`src/rtl/alu_pipe.sv`:
```
// Pipelined ALU: combinational evaluate into stage 0, then STAGES-1 delay stages,
// with valid/ready backpressure, a carried tag, zero/illegal flags and a sync flush.
module alu_pipe #(
   parameter int WIDTH  = 32,
   parameter int STAGES = 2,
   parameter int TAG_W  = 4
) (
   input  logic             clk,
   input  logic             rst_n,
   input  logic             flush,
   input  logic             in_valid,
   output logic             in_ready,
   input  logic [3:0]       in_func,
   input  logic [WIDTH-1:0] in_a,
   input  logic [WIDTH-1:0] in_b,
   input  logic [TAG_W-1:0] in_tag,
   output logic             out_valid,
   input  logic             out_ready,
   output logic [WIDTH-1:0] out_result,
   output logic             out_zero,
   output logic             out_illegal,
   output logic [TAG_W-1:0] out_tag
);

   localparam int SH_W = $clog2(WIDTH);

   localparam logic [3:0] FN_ADD  = 4'h0;
   localparam logic [3:0] FN_SUB  = 4'h1;
   localparam logic [3:0] FN_SLT  = 4'h2;
   localparam logic [3:0] FN_SLTU = 4'h3;
   localparam logic [3:0] FN_AND  = 4'h4;
   localparam logic [3:0] FN_OR   = 4'h5;
   localparam logic [3:0] FN_XOR  = 4'h6;
   localparam logic [3:0] FN_SLL  = 4'h7;
   localparam logic [3:0] FN_SRL  = 4'h8;
   localparam logic [3:0] FN_SRA  = 4'h9;

   function automatic logic [WIDTH-1:0] alu_eval(input logic [3:0]       func,
                                                 input logic [WIDTH-1:0] a,
                                                 input logic [WIDTH-1:0] b);
      logic signed [WIDTH-1:0] sa;
      logic signed [WIDTH-1:0] sb;
      logic [SH_W-1:0]         sh;
      logic [WIDTH-1:0]        r;
      sa = a;
      sb = b;
      sh = b[SH_W-1:0];
      case (func)
         FN_ADD:  r = a + b;
         FN_SUB:  r = a - b;
         FN_SLT:  r = {{(WIDTH-1){1'b0}}, (sa < sb)};
         FN_SLTU: r = {{(WIDTH-1){1'b0}}, (a < b)};
         FN_AND:  r = a & b;
         FN_OR:   r = a | b;
         FN_XOR:  r = a ^ b;
         FN_SLL:  r = a << sh;
         FN_SRL:  r = a >> sh;
         FN_SRA:  r = sa >>> sh;
         default: r = '0;
      endcase
      return r;
   endfunction

   function automatic logic func_illegal(input logic [3:0] func);
      return (func > FN_SRA);
   endfunction

   logic [STAGES-1:0] vld_p;
   logic [STAGES-1:0] adv;
   logic [WIDTH-1:0]  res_p [STAGES];
   logic [TAG_W-1:0]  tag_p [STAGES];
   logic [STAGES-1:0] zero_p;
   logic [STAGES-1:0] ill_p;

   logic [WIDTH-1:0]  res_c;
   logic              zero_c;
   logic              ill_c;
   logic              in_fire;

   // A stage may advance when it or any stage downstream of it has a hole, or the sink drains.
   for (genvar gi = 0; gi < STAGES; gi++) begin : g_adv
      assign adv[gi] = out_ready | ~(&vld_p[STAGES-1:gi]);
   end

   assign in_ready = adv[0];
   assign in_fire  = in_valid & adv[0];

   assign res_c  = alu_eval(in_func, in_a, in_b);
   assign ill_c  = func_illegal(in_func);
   assign zero_c = (res_c == '0);

   always_ff @(posedge clk or negedge rst_n) begin
      if (!rst_n) begin
         vld_p  <= '0;
         zero_p <= '0;
         ill_p  <= '0;
         for (int i = 0; i < STAGES; i++) begin
            res_p[i] <= '0;
            tag_p[i] <= '0;
         end
      end else if (flush) begin
         vld_p <= '0;
      end else begin
         // stage 0: capture evaluated result
         if (adv[0]) begin
            vld_p[0] <= in_fire;
            if (in_fire) begin
               res_p[0]  <= res_c;
               zero_p[0] <= zero_c;
               ill_p[0]  <= ill_c;
               tag_p[0]  <= in_tag;
            end
         end
         // stages 1..STAGES-1: pure delay
         for (int i = 1; i < STAGES; i++) begin
            if (adv[i]) begin
               vld_p[i] <= vld_p[i-1];
               if (vld_p[i-1]) begin
                  res_p[i]  <= res_p[i-1];
                  zero_p[i] <= zero_p[i-1];
                  ill_p[i]  <= ill_p[i-1];
                  tag_p[i]  <= tag_p[i-1];
               end
            end
         end
      end
   end

   assign out_valid   = vld_p[STAGES-1];
   assign out_result  = res_p[STAGES-1];
   assign out_zero    = zero_p[STAGES-1];
   assign out_illegal = ill_p[STAGES-1];
   assign out_tag     = tag_p[STAGES-1];

endmodule

```
`config.mk`:
```
export PLATFORM = sky130hd
export DESIGN_NAME = alu_pipe
export DESIGN_NICKNAME = d
export VERILOG_FILES = /design/src/rtl/alu_pipe.sv
export SDC_FILE = /design/constraint.sdc
export NUM_CORES = 1
export LEC_CHECK = 0
export CORE_MARGIN = 4
export CORE_UTILIZATION = 41
export DETAILED_ROUTE_END_ITERATION = 12
export SLEW_MARGIN = 20
export SYNTH_ARGS = -nofsm -noshare
export SYNTH_HDL_FRONTEND = slang
export SYNTH_SLANG_ARGS = --single-unit
export TNS_END_PERCENT = 30
```
`constraint.sdc`:
```
create_clock -name clk -period 6 [get_ports clk]
set_clock_uncertainty 0.1 [all_clocks]
set_input_delay 1.2 -clock clk [delete_from_list [all_inputs] [get_ports clk]]
set_output_delay 1.2 -clock clk [all_outputs]
set_load 0.01 [all_outputs]
```
## After elaboration in Yosys (flattened, before gate mapping)

Index checks and enable logic that the tools add are counted.

- Flip-flop bits (word level): 78
- Word-level logic and storage cells: 47
- Bits of input ports: 77

- $add $sub $neg: 2
- Equal/unequal tests: 9
- Shifts and indexed selects: 3
- Bitwise operators: 9
- $lt $le $gt $ge: 3
- Reductions and logical operators: 7
- Muxes and demuxes: 4

Operator list:

| cell | number |
|---|---|
| one-hot mux 32 bit (10 select lines) | 1 |
| < comparator 32 bit | 2 |
| adder 32 bit | 1 |
| AND 32 bit | 1 |
| logical NOT 32 bit | 1 |
| OR 32 bit | 1 |
| << shifter 32 x 5 -> 32 bit | 1 |
| right shift 32 x 5 -> 32 bit | 1 |
| >>> shifter 32 x 5 -> 32 bit | 1 |
| subtractor 32 bit | 1 |
| bitwise XOR 32 bit | 1 |
| equality test 4 x 3 -> 1 bit (second input constant) | 4 |
| equality test 4 x 2 -> 1 bit (second input constant) | 2 |
| equality test 4 bit (second input constant) | 2 |
| AND reduction 3 bit | 2 |
| equality test 4 x 1 -> 1 bit (second input constant) | 1 |
| greater-than comparator 4 bit (second input constant) | 1 |
| logical NOT 4 bit | 1 |
| nonzero test 2 bit | 2 |
| NOT 1 bit | 3 |
| 2-to-1 mux 1 bit | 2 |
| 2-to-1 mux 2 bit | 1 |
| OR 1 bit | 2 |
| AND reduction 2 bit | 1 |
| AND 1 bit | 1 |

## Depth between registers and ports, before layout

- Word-level depth: 6
- Depth in mapped cells: 19

## Worst setup path after synthesis

Ideal clock, no wire load.

- Path kind: input to register
- Start: in in_b[2]
- End: reg zero_p[0]
- Data required time: 5.834 ns
- Stages: 19
- Data arrival time: 5.189 ns
- Setup time: 0.066 ns
- Setup slack: 0.645 ns
- Buffers on the path: 6
- Path through: buf_2 > inv_1 > buf_2 > clkbuf_1 > clkbuf_1 > buf_2 > ha_1 > buf_2 > nor2b_1 > o2111ai_1 > a2111oi_2 > o31ai_1 > a211oi_1 > or3_1 > a31o_1 > nor4b_1 > and4_1 > nor4bb_1 > a41o_1

- Longest elaborated chain between the ends: 3
- Elaborated cells on any way between the ends: 12

Ends and longest elaborated chain:

| element | RTL line | RTL |
|---|---|---|
| from (decl) | 15 | `input logic [WIDTH-1:0] in_b,` |
| subtractor 32 bit (tied with other cells) | 50 | `FN_SUB: r = a - b;` |
| one-hot mux 32 bit (10 select lines) (*) | 48 | `case (func)` |
| logical NOT 32 bit (*) | 90 | `assign zero_c = (res_c == '0);` |
| to (signal assigned) | 109 | `zero_p[0] <= zero_c;` |
| to (signal, indexed assignment) | 120 | `zero_p[i] <= zero_p[i-1];` |
| to (decl) | 72 | `logic [STAGES-1:0] zero_p;` |

Every way passes the cells marked *; elsewhere a longest branch is shown, timed or not.
A chain may end at the register's enable or synchronous reset.

## Final worst setup path

- Start: in in_a[0]
- End: reg zero_p[0]

- Longest elaborated chain between the ends: 3
- Elaborated cells on any way between the ends: 12

Ends and longest elaborated chain:

| element | RTL line | RTL |
|---|---|---|
| from (decl) | 14 | `input logic [WIDTH-1:0] in_a,` |
| subtractor 32 bit (tied with other cells) | 50 |  |
| one-hot mux 32 bit (10 select lines) (*) | 48 |  |
| logical NOT 32 bit (*) | 90 |  |

Marks and branches as above.

==> impl_metrics.tcl <==
set metrics [dict create \
    outcome "finished clean" \
    fin_nets 1941 \
    most-common-layout-cells "buf_4 (150), nand2_1 (149), nor2_1 (128), a21oi_1 (118), clkdlybuf4s50_1 (108)" \
    cpMostUsedCell "buf_4" \
    clockRootBuffer "clkbuf_16" \
    grt_max_degree 79 \
    maxCapViolCount 0 \
    worst_slew_pin_slew_ns 1.34 \
    clock-sinks 78 \
    layout-drive-gt1-share_pct 18.3 \
    wl_mm 65.7 \
    power.share.clock_pct 19.7 \
    syn_area_um2 13000 \
    synth-edff-count 0 \
    core-area_um2 31500 \
    grt_overflow 0 \
    vias 14600 \
    final.setup.tns_ns 0 \
    maxSlewViolCount 0 \
    ys_warn_count 0 \
    clk_latency_ns 0.33 \
    fin_crit_sh_pct 92.9 \
    final_cell_area_um2 15300 \
    critPathKind "in -> reg" \
    final_common_cell "buf_4" \
    drtIter0Drc 1793 \
    drt-met1-wl_mm 26.3 \
    via_per_inst 6.74 \
    cp_max_fo 3 \
    leakagePower_nw 6.61 \
    antenna_found_initial 1 \
    dr.pass1.iters 5 \
    cts_tree "yes" \
    synth_nets 1828 \
    die_w_um 186 \
    synthFlopType "dfrtp_1" \
    start_util_pct 41.5 \
    maxUsedRoutingLayer "met5" \
    postCtsResizedCells 0 \
    ctsHoldBuffers 0 \
    power.total_mw 2.77 \
    fin_crit_ns 5.57 \
    cts_setup_buffers 0 \
    internal-power_mw 1.60 \
    track_usage_pct 35.7 \
    yosysSeqAreaShare_pct 15.0 \
    postSynthAreaPerCell_um2 7.90 \
    grt_pass1_vias 13800 \
    worst_setup_path_start_kind "input port" \
    path_cells "clkdlybuf4s50_1 -> buf_4 -> ha_1 -> inv_1 -> fa_1 -> o21ai_0 -> o211ai_1 -> a211oi_1 -> nand4_1 -> buf_4 -> nor4_1 -> and4_1 -> nor4bb_1 -> a41o_1" \
    slew_headroom_pct 10.4 \
    rsz0062_at_grt "false" \
    synth.top_cell.area_share_pct 15.0 \
    clkTransAtPathRegs_ns 0.06 \
    place_congestion 1.07 \
    syn2layout_area_growth_pct 17.1 \
    antenna_cells 0 \
    hp-class "reg -> reg" \
    p_seq_share_pct 25.0 \
    place_area_um2 15000 \
    yosysUniqueCellTypes 98 \
    rows 65 \
    switchingPower_mw 1.17 \
    drc_errors 0 \
    comb_power_share_pct 55.2 \
    p_sw_share_pct 42.1 \
    peakVddDrop_v 0.000148 \
    worstPathArrival_ns 5.74 \
    portBuffers 116 \
    whs_ns 0.374 \
    slowest_delay_ns 1.11 \
    netlist_instances 1652 \
    synth-seq-cells 78 \
    clock_path_buffers 2 \
    dieArea_um2 34700 \
    h-tree-depth 3 \
    setup_viol 0 \
    dr_wl_met2_mm 28.7 \
    cts_buffers 9 \
    detailed_place_hpwl_mm 52.5 \
    cp.required_ns 6.17 \
    synthArstFlopShare_pct 100 \
    synthTopCellsByArea "dfrtp_1 (15%), ha_1 (9.3%), mux2i_1 (6.8%), mux2_2 (6.6%), mux4_2 (5.0%)" \
    hold_viol_final 0 \
    yosys.area.top_type "dfrtp_1" \
    ant_nets 0 \
    end_kind "flop" \
    die_y_um 186 \
    powerDensity_nw_per_um2 181 \
    grt_pass1_wl_mm 94.6 \
    max_freq_ghz 0.179 \
    cp_slowest_cell "a211oi_1" \
    final_core_util_pct 48.5 \
    met3RoutedLength_mm 6.30 \
    wire_per_inst_um 30.3 \
    io_pins 117 \
]
[state kept, by name, indices dropped and copies added, names as in the netlist]
name and cells:
out_result 32, res_p 32, out_tag 4, tag_p 4, ill_p 2, vld_p 2, zero_p 2
[cells in the mapped netlist (8+ instances only)]
master / instances
a2111oi_0: 8
a211oi_1: 20
a21o_1: 14
a21oi_1: 118
a221oi_1: 11
a22oi_1: 11
a31oi_1: 18
a32oi_1: 9
and3_1: 11
buf_1: 18
buf_2: 35
buf_4: 39
clkbuf_1: 65
dfrtp_1: 78
ha_1: 97
inv_1: 97
mux2_2: 77
mux2i_1: 88
mux4_2: 29
nand2_1: 149
nand2b_1: 15
nand3_1: 33
nand4_1: 13
nor2_1: 128
nor2b_1: 14
nor3_1: 43
nor4_1: 17
o211ai_1: 38
o21ai_0: 92
o221ai_1: 8
o22ai_1: 36
o31ai_1: 15
xnor2_1: 21
[final timing paths]
path / startpoint / end / slack (ns) / depth (start not counted)
min in group asynchronous: rst_n / ill_p[1] / 0.91 / 1
hold reg to reg: res_p[47] / res_p[47] / 0.37 / 2
setup / recovery: in_a[0] / zero_p[0] / 0.43 / 14
max in group asynchronous: rst_n / out_result[22] / 4.28 / 1
hold / removal: res_p[47] / res_p[47] / 0.37 / 2
setup reg to reg: vld_p[1] / zero_p[0] / 3.03 / 11
[critical path, delay by kind of cell]
kind            cells  cell delay [ns]
buf+inv             4             0.87
fa+ha+maj           2             0.61
simple gates        4             1.00
compound gates      4             2.04
[stage by stage]
step,setup WS [ns],std cells
2_1_floorplan,0.645,1652
3_3_place_gp,0.280,2156
3_5_place_dp,0.301,2156
4_1_cts,0.637,2172
5_1_grt,0.315,2172
6_report,0.426,2172
[power groups by stage]
stage	Clock (mW)	Combinational (mW)	Sequential, mW
2_1_floorplan	0	0.914	0.685
3_3_place_gp	0	1.49	0.697
3_5_place_dp	0	1.49	0.705
4_1_cts	0.558	1.49	0.696
5_1_grt	0.578	1.60	0.708
6_report	0.546	1.53	0.693
[cells by family (layout without fill, tap and decap cells)]
logic type / after synthesis / after routing / share of synthesized area, %
AOI/OAI and AO/OA: 507 / 507 / 26.3
and+or+nand+nor: 472 / 472 / 17.2
buffers and inverters: 265 / 383 / 9.67
muxes: 209 / 209 / 20.8
adders and majority gates: 99 / 99 / 9.61
DFF: 78 / 78 / 15.0
xor gates and xnor gates: 22 / 22 / 1.48
[metal layers]
layer  GRT usage (%)  vias to the layer above
met4            19.0                        2
met2            55.8                      996
met5           0.824                        -
li1                -                     6383
met3            7.09                      205
met1            46.7                     7053
[layout make-up]
class / count / area (µm²)
Timing Repair Buffer: 267 / 2300
Inverter: 100 / 375
Tap cell: 402 / 503
Clock inverter: 7 / 77.6
Clock buffer: 9 / 225
Fill cell: 3135 / 16200
Multi-Input combinational cell: 1309 / 9850
Sequential cell: 78 / 1950
Note: power is estimated with default switching activity, not from simulation.
